`config.mk`:
```
export PLATFORM = sky130hd
export DESIGN_NAME = req_grant_latency_monitor_flat
export DESIGN_NICKNAME = d
export VERILOG_FILES = /design/src/rtl/lat_mon_pkg.sv /design/src/rtl/req_grant_latency_monitor_if.sv /design/src/rtl/lat_chan_tracker.sv /design/src/rtl/req_grant_latency_monitor.sv /design/src/flat_wrapper.sv
export SDC_FILE = /design/constraint.sdc
export NUM_CORES = 1
export LEC_CHECK = 0
export CAP_MARGIN = 20
export CORE_AREA = 2 2 96 98
export CTS_CLUSTER_SIZE = 10
export DETAILED_ROUTE_END_ITERATION = 8
export DIE_AREA = 0 0 98 100
export DONT_BUFFER_PORTS = 1
export PLACE_DENSITY = 0.76
export SYNTH_ARGS = -nofsm -noshare
export SYNTH_HDL_FRONTEND = slang
export SYNTH_SLANG_ARGS = --single-unit
```
`constraint.sdc`:
```
create_clock -name clk -period 3.3 [get_ports clk]
set_input_delay 0.66 -clock clk [delete_from_list [all_inputs] [get_ports clk]]
set_output_delay 0.66 -clock clk [all_outputs]
set_load 0.05 [all_outputs]
```
`src/rtl/lat_mon_pkg.sv`:
```
// Shared types and the saturating-add helper for the request/grant latency monitor.
package lat_mon_pkg;

  typedef enum logic {IDLE, WAIT} lat_state_t;

  typedef enum logic [1:0] {RES_PASS, RES_EARLY, RES_TIMEOUT, RES_SPUR} lat_result_t;

  // Width-agnostic so monitors with any CNT_W share one helper; max_val is 2^CNT_W-1.
  function automatic logic [31:0] sat_add(input logic [31:0] value,
                                          input logic [31:0] count,
                                          input logic [31:0] max_val);
    logic [32:0] sum;
    sum = {1'b0, value} + {1'b0, count};
    return (sum > {1'b0, max_val}) ? max_val : sum[31:0];
  endfunction

endpackage

```
`src/rtl/req_grant_latency_monitor_if.sv`:
```
// Request/grant/status bundle; master drives request/grant/clr_status, slave is the monitor.
interface req_grant_latency_monitor_if #(
  parameter int N_CH  = 4,
  parameter int CNT_W = 8
);
  logic [N_CH-1:0]       request;
  logic [N_CH-1:0]       grant;
  logic                  clr_status;
  logic [N_CH-1:0]       busy;
  logic [N_CH-1:0]       pass_pulse;
  logic [N_CH-1:0]       early_err;
  logic [N_CH-1:0]       timeout_err;
  logic [N_CH-1:0]       spurious_err;
  logic [N_CH-1:0]       err_sticky;
  logic [N_CH*CNT_W-1:0] last_lat;
  logic [CNT_W-1:0]      pass_cnt;
  logic [CNT_W-1:0]      fail_cnt;

  modport master (
    output request, grant, clr_status,
    input  busy, pass_pulse, early_err, timeout_err, spurious_err,
           err_sticky, last_lat, pass_cnt, fail_cnt
  );

  modport slave (
    input  request, grant, clr_status,
    output busy, pass_pulse, early_err, timeout_err, spurious_err,
           err_sticky, last_lat, pass_cnt, fail_cnt
  );
endinterface

```
`src/rtl/lat_chan_tracker.sv`:
```
// One channel's IDLE/WAIT tracker: ages an open request and classifies its grant.
// Result pulses are registered (one cycle after the deciding edge); purely observational.
module lat_chan_tracker
  import lat_mon_pkg::*;
#(
  parameter int MIN_LAT = 2,
  parameter int MAX_LAT = 5,
  parameter int CNT_W   = 8
) (
  input  logic             clk,
  input  logic             rst,
  input  logic             request_i,
  input  logic             grant_i,
  output logic             busy_o,
  output logic             pass_o,
  output logic             early_o,
  output logic             timeout_o,
  output logic             spurious_o,
  output logic [CNT_W-1:0] last_lat_o
);

  lat_state_t       state_q, state_d;
  logic [CNT_W-1:0] age_q, age_d;
  logic [CNT_W-1:0] last_lat_q, last_lat_d;
  logic             pass_q, early_q, timeout_q, spur_q;
  logic             res_vld;
  lat_result_t      res;

  always_comb begin
    state_d    = state_q;
    age_d      = age_q;
    last_lat_d = last_lat_q;
    res_vld    = 1'b0;
    res        = RES_PASS;
    case (state_q)
      IDLE: begin
        // A grant on the opening edge is still spurious; the request opens regardless.
        if (grant_i) begin
          res_vld = 1'b1;
          res     = RES_SPUR;
        end
        if (request_i) begin
          state_d = WAIT;
          age_d   = CNT_W'(1);
        end
      end
      WAIT: begin
        if (grant_i) begin
          res_vld    = 1'b1;
          res        = (age_q < CNT_W'(MIN_LAT)) ? RES_EARLY : RES_PASS;
          last_lat_d = age_q;
          state_d    = IDLE;
        end else if (age_q == CNT_W'(MAX_LAT)) begin
          res_vld = 1'b1;
          res     = RES_TIMEOUT;
          state_d = IDLE;
        end else begin
          age_d = age_q + CNT_W'(1);
        end
      end
      default: state_d = IDLE;
    endcase
  end

  always_ff @(posedge clk) begin
    if (rst) begin
      state_q    <= IDLE;
      age_q      <= '0;
      last_lat_q <= '0;
      pass_q     <= 1'b0;
      early_q    <= 1'b0;
      timeout_q  <= 1'b0;
      spur_q     <= 1'b0;
    end else begin
      state_q    <= state_d;
      age_q      <= age_d;
      last_lat_q <= last_lat_d;
      pass_q     <= res_vld && (res == RES_PASS);
      early_q    <= res_vld && (res == RES_EARLY);
      timeout_q  <= res_vld && (res == RES_TIMEOUT);
      spur_q     <= res_vld && (res == RES_SPUR);
    end
  end

  assign busy_o     = (state_q == WAIT);
  assign pass_o     = pass_q;
  assign early_o    = early_q;
  assign timeout_o  = timeout_q;
  assign spurious_o = spur_q;
  assign last_lat_o = last_lat_q;

endmodule

```
`src/rtl/req_grant_latency_monitor.sv`:
```
// Multi-channel request/grant latency monitor with sticky error flags and saturating totals.
// Pulses one cycle after the deciding edge, totals one cycle later; never stalls the arbiter.
module req_grant_latency_monitor
  import lat_mon_pkg::*;
#(
  parameter int N_CH    = 4,
  parameter int MIN_LAT = 2,
  parameter int MAX_LAT = 5,
  parameter int CNT_W   = 8
) (
  input logic                     clk,
  input logic                     rst,
  req_grant_latency_monitor_if.slave mon
);

  localparam logic [31:0] CNT_MAX = 32'((64'd1 << CNT_W) - 64'd1);

  logic [N_CH-1:0]  pass_vec, early_vec, timeout_vec, spur_vec, err_vec;
  logic [N_CH-1:0]  sticky_q, sticky_d;
  logic [CNT_W-1:0] pass_cnt_q, pass_cnt_d;
  logic [CNT_W-1:0] fail_cnt_q, fail_cnt_d;

  for (genvar i = 0; i < N_CH; i++) begin : g_chan
    lat_chan_tracker #(
      .MIN_LAT (MIN_LAT),
      .MAX_LAT (MAX_LAT),
      .CNT_W   (CNT_W)
    ) u_trk (
      .clk        (clk),
      .rst        (rst),
      .request_i  (mon.request[i]),
      .grant_i    (mon.grant[i]),
      .busy_o     (mon.busy[i]),
      .pass_o     (pass_vec[i]),
      .early_o    (early_vec[i]),
      .timeout_o  (timeout_vec[i]),
      .spurious_o (spur_vec[i]),
      .last_lat_o (mon.last_lat[i*CNT_W +: CNT_W])
    );
  end

  assign err_vec = early_vec | timeout_vec | spur_vec;

  // clr_status takes priority over anything counted or flagged in the same cycle.
  always_comb begin
    sticky_d   = sticky_q | err_vec;
    pass_cnt_d = CNT_W'(sat_add(32'(pass_cnt_q), 32'($countones(pass_vec)), CNT_MAX));
    fail_cnt_d = CNT_W'(sat_add(32'(fail_cnt_q), 32'($countones(err_vec)), CNT_MAX));
    if (mon.clr_status) begin
      sticky_d   = '0;
      pass_cnt_d = '0;
      fail_cnt_d = '0;
    end
  end

  always_ff @(posedge clk) begin
    if (rst) begin
      sticky_q   <= '0;
      pass_cnt_q <= '0;
      fail_cnt_q <= '0;
    end else begin
      sticky_q   <= sticky_d;
      pass_cnt_q <= pass_cnt_d;
      fail_cnt_q <= fail_cnt_d;
    end
  end

  assign mon.pass_pulse   = pass_vec;
  assign mon.early_err    = early_vec;
  assign mon.timeout_err  = timeout_vec;
  assign mon.spurious_err = spur_vec;
  assign mon.err_sticky   = sticky_q;
  assign mon.pass_cnt     = pass_cnt_q;
  assign mon.fail_cnt     = fail_cnt_q;

endmodule

```
`src/flat_wrapper.sv`:
```
// flat-port wrapper written by rule: the top's interface ports become plain ports
module req_grant_latency_monitor_flat import lat_mon_pkg::*;
#(
  parameter int N_CH    = 4,
  parameter int MIN_LAT = 2,
  parameter int MAX_LAT = 5,
  parameter int CNT_W   = 8
)
  (clk, rst, mon_request, mon_grant, mon_clr_status, mon_busy, mon_pass_pulse, mon_early_err, mon_timeout_err, mon_spurious_err, mon_err_sticky, mon_last_lat, mon_pass_cnt, mon_fail_cnt);
  req_grant_latency_monitor_if #(.N_CH(N_CH), .CNT_W(CNT_W)) mon_i ();
  input logic clk;
  input logic rst;
  input wire logic [$bits(mon_i.request)-1:0] mon_request;
  input wire logic [$bits(mon_i.grant)-1:0] mon_grant;
  input wire logic [$bits(mon_i.clr_status)-1:0] mon_clr_status;
  output wire logic [$bits(mon_i.busy)-1:0] mon_busy;
  output wire logic [$bits(mon_i.pass_pulse)-1:0] mon_pass_pulse;
  output wire logic [$bits(mon_i.early_err)-1:0] mon_early_err;
  output wire logic [$bits(mon_i.timeout_err)-1:0] mon_timeout_err;
  output wire logic [$bits(mon_i.spurious_err)-1:0] mon_spurious_err;
  output wire logic [$bits(mon_i.err_sticky)-1:0] mon_err_sticky;
  output wire logic [$bits(mon_i.last_lat)-1:0] mon_last_lat;
  output wire logic [$bits(mon_i.pass_cnt)-1:0] mon_pass_cnt;
  output wire logic [$bits(mon_i.fail_cnt)-1:0] mon_fail_cnt;
  assign mon_i.request = mon_request;
  assign mon_i.grant = mon_grant;
  assign mon_i.clr_status = mon_clr_status;
  assign mon_busy = mon_i.busy;
  assign mon_pass_pulse = mon_i.pass_pulse;
  assign mon_early_err = mon_i.early_err;
  assign mon_timeout_err = mon_i.timeout_err;
  assign mon_spurious_err = mon_i.spurious_err;
  assign mon_err_sticky = mon_i.err_sticky;
  assign mon_last_lat = mon_i.last_lat;
  assign mon_pass_cnt = mon_i.pass_cnt;
  assign mon_fail_cnt = mon_i.fail_cnt;
  req_grant_latency_monitor #(.N_CH(N_CH), .MIN_LAT(MIN_LAT), .MAX_LAT(MAX_LAT), .CNT_W(CNT_W)) u_core (.clk(clk), .rst(rst), .mon(mon_i));
endmodule
```
==> impl_metrics.tcl <==
set metrics [dict create \
    post-route-drc-count 0 \
    critical-path-top-delay-family "adder cells" \
    grt_pass1_wl_mm 16.1 \
    worst_pin_slew_ns 0.678 \
    coreArea_um2 8890 \
    startpoint_type "flop" \
    synth_top_area_share_pct 44.6 \
    max_stage_delay_ns 0.50 \
    hold_class "in -> reg" \
    wl_per_cell_um 15.3 \
    synth_fp_nets 564 \
    tns_ns 0 \
    place_area_um2 4700 \
    drtIter0Drc 113 \
    ios 83 \
    numCtsBuffers 9 \
    ys_dominant_reg_cell "dfxtp_1" \
    antenna_found_initial 0 \
    relSlewSlack_pct 54.4 \
    ys_ff_latch 104 \
    synth_seq_area_share_pct 44.6 \
    path_cells "or3_1, ha_1, ha_1, fa_1, inv_1, fa_1, nor2b_2, o2111ai_1, buf_4, a21oi_1" \
    place_hpwl_mm 7.12 \
    crit_arrival_ns 3.34 \
    cts_hold_buf 0 \
    rsz0062_at_grt "false" \
    area_delta_synth_final_pct 4.77 \
    netlist-cell-type-count 53 \
    fin_crit_sh_pct 92.6 \
    rows 35 \
    async_flop_share_pct 0 \
    syn_area_um2 4670 \
    fmax_ghz 0.327 \
    powerDensity_nw_per_um2 455 \
    p_leak_nw 1.81 \
    drive_gt1_share_pct 9.77 \
    fin_area_um2 4890 \
    synth-edff-count 0 \
    vdd_drop_max_mv 0.233 \
    grt_pass1_vias 3526 \
    slowest_stage "fa_1" \
    required_ns 3.58 \
    synth_largest_area_cell "dfxtp_1" \
    grt_use_total_pct 20.0 \
    die_h_um 100 \
    critPathBufInv 2 \
    clockBufferDepth 2 \
    fp.dieW_um 98 \
    final_hold_viol_count 0 \
    dieArea_um2 9800 \
    clock-root-buffer "clkbuf_8" \
    end_kind "flop" \
    cts.sinks 104 \
    cap_violations 0 \
    via_per_inst 5.68 \
    cts_tree "built" \
    cp_max_fo 5 \
    drt_pre_antenna_iters 4 \
    synthTopCellsByArea "dfxtp_1 (45%), nand2_1 (5.9%), a21oi_1 (5.5%), ha_1 (5.4%), buf_4 (3.5%)" \
    initial_core_util_pct 52.5 \
    final_nets 552 \
    final.min_clock_period_ns 3.06 \
    slew_viol_final 0 \
    ys_warn_count 0 \
    cts_resized 0 \
    syn_inst 529 \
    gr-total-overflow 0 \
    outcome "finished clean" \
    num_vias 3598 \
    finalClockSkew_ns 0.0153 \
    synth_area_per_cell_um2 8.83 \
    portBuffers 0 \
    routed_wl_mm 9.67 \
    cts-htree-levels 3 \
    postCtsSetupRepairBufs 0 \
    worstSetupPathType "reg -> reg" \
    setup_viol_count_final 0 \
    place_congestion 0.900 \
    clk_latency_ns 0.36 \
    grt_max_degree 71 \
    clk_pin_slew_ns 0.09 \
    ant_nets 0 \
    diodes 0 \
]
## layout by cell type (no fill, tap or decap), drive strengths merged, types with 10 or more instances in the layout
master	synthesis	routed
or3	12	12
nand3	22	22
inv	19	22
nor3	15	15
nand2	74	74
a21oi	52	52
ha	20	20
clkbuf	15	10
dfxtp	104	104
buf	27	19
nor2	24	24
## sequential cells by signal, indices dropped and copies added (netlist names)
register                        count
u_core.g_chan.u_trk.age_q          32
u_core.g_chan.u_trk.last_lat_o     32
u_core.mon.fail_cnt                 8
u_core.mon.pass_cnt                 8
u_core.g_chan.u_trk.busy_o          4
u_core.g_chan.u_trk.early_o         4
u_core.g_chan.u_trk.pass_o          4
u_core.g_chan.u_trk.spurious_o      4
u_core.g_chan.u_trk.timeout_o       4
u_core.mon.err_sticky               4
## where the power goes
| group | internal [mW] | total [mW] | switching (mW) | leakage [nW] |
|---|---|---|---|---|
| Combinational | 0.0542 | 0.151 | 0.0972 | 0.869 |
| Clock | 0.305 | 0.743 | 0.438 | 0.0976 |
| Sequential | 1.28 | 1.33 | 0.0569 | 0.842 |
## path summary, 6_finish.rpt
path                                           startpoint                                                 to  slack, ns  cells past startpoint
max          u_core.g_chan[1].u_trk.spurious_o$_SDFF_PP0_                  u_core.mon.fail_cnt[1]$_SDFF_PP0_       0.24                     10
min                                                   rst  u_core.g_chan[1].u_trk.last_lat_o[6]$_SDFFE_PP0P_       0.37                      1
max reg2reg  u_core.g_chan[1].u_trk.spurious_o$_SDFF_PP0_                  u_core.mon.fail_cnt[1]$_SDFF_PP0_       0.24                     10
min reg2reg  u_core.g_chan[3].u_trk.age_q[6]$_SDFFE_PP0P_       u_core.g_chan[3].u_trk.age_q[6]$_SDFFE_PP0P_       0.49                      1
## per-layer routing
| layer | GRT usage (%) | share of wire (%) | vias up |
|---|---|---|---|
| met2 | 32.1 | 45 | 93 |
| met5 | 0 | 0 | - |
| met3 | 6.55 | 8.1 | 12 |
| met1 | 25.3 | 45 | 1663 |
| li1 | - | - | 1830 |
| met4 | 7.48 | 1.4 | 0 |
## logic make-up after synthesis
family,count (synthesis),synth area share [%]
AOI/OAI and AO/OA,107,14.3
xor gates and xnor gates,14,2.63
adders and majority gates,24,7.07
buffers and inverters,61,6.83
DFF,104,44.6
muxes,6,1.34
and+or+nand+nor,213,23.2
## area by class of cell
cell class,count,area (um2)
clock buffer,10,138
clock inverter,6,48.8
fill,788,4000
inverter,19,71.3
multi-input combinational,364,2270
sequential,104,2080
tap,111,139
timing repair buffer,19,143
## cells in the mapped netlist, types with 9 or more instances
library cell / count
buf_4: 22
dfxtp_1: 104
o21a_1: 9
nand4_1: 9
ha_1: 20
nand2_1: 74
inv_1: 19
a211oi_1: 9
nand3_1: 22
or3_1: 11
a21oi_1: 51
nor2_1: 24
nor3_1: 15
clkbuf_1: 15
## per-stage QoR
| step | hold slack [ns] | power [mW] | std cells | utilization, % | worst slack, ns |
|---|---|---|---|---|---|
| global route | 0.336 | 2.32 | 633 | 55.0 | 0.0555 |
| detailed placement | 0.469 | 1.51 | 617 | 52.9 | 0.255 |
| CTS | 0.345 | 2.25 | 633 | 55.0 | 0.226 |
| floorplan | 0.441 | 1.50 | 529 | - | 0.364 |
| finish | 0.366 | 2.23 | 633 | 55.0 | 0.243 |
| global placement | 0.467 | 1.51 | 617 | 52.9 | 0.340 |
Power figures use the tool's default switching activity.
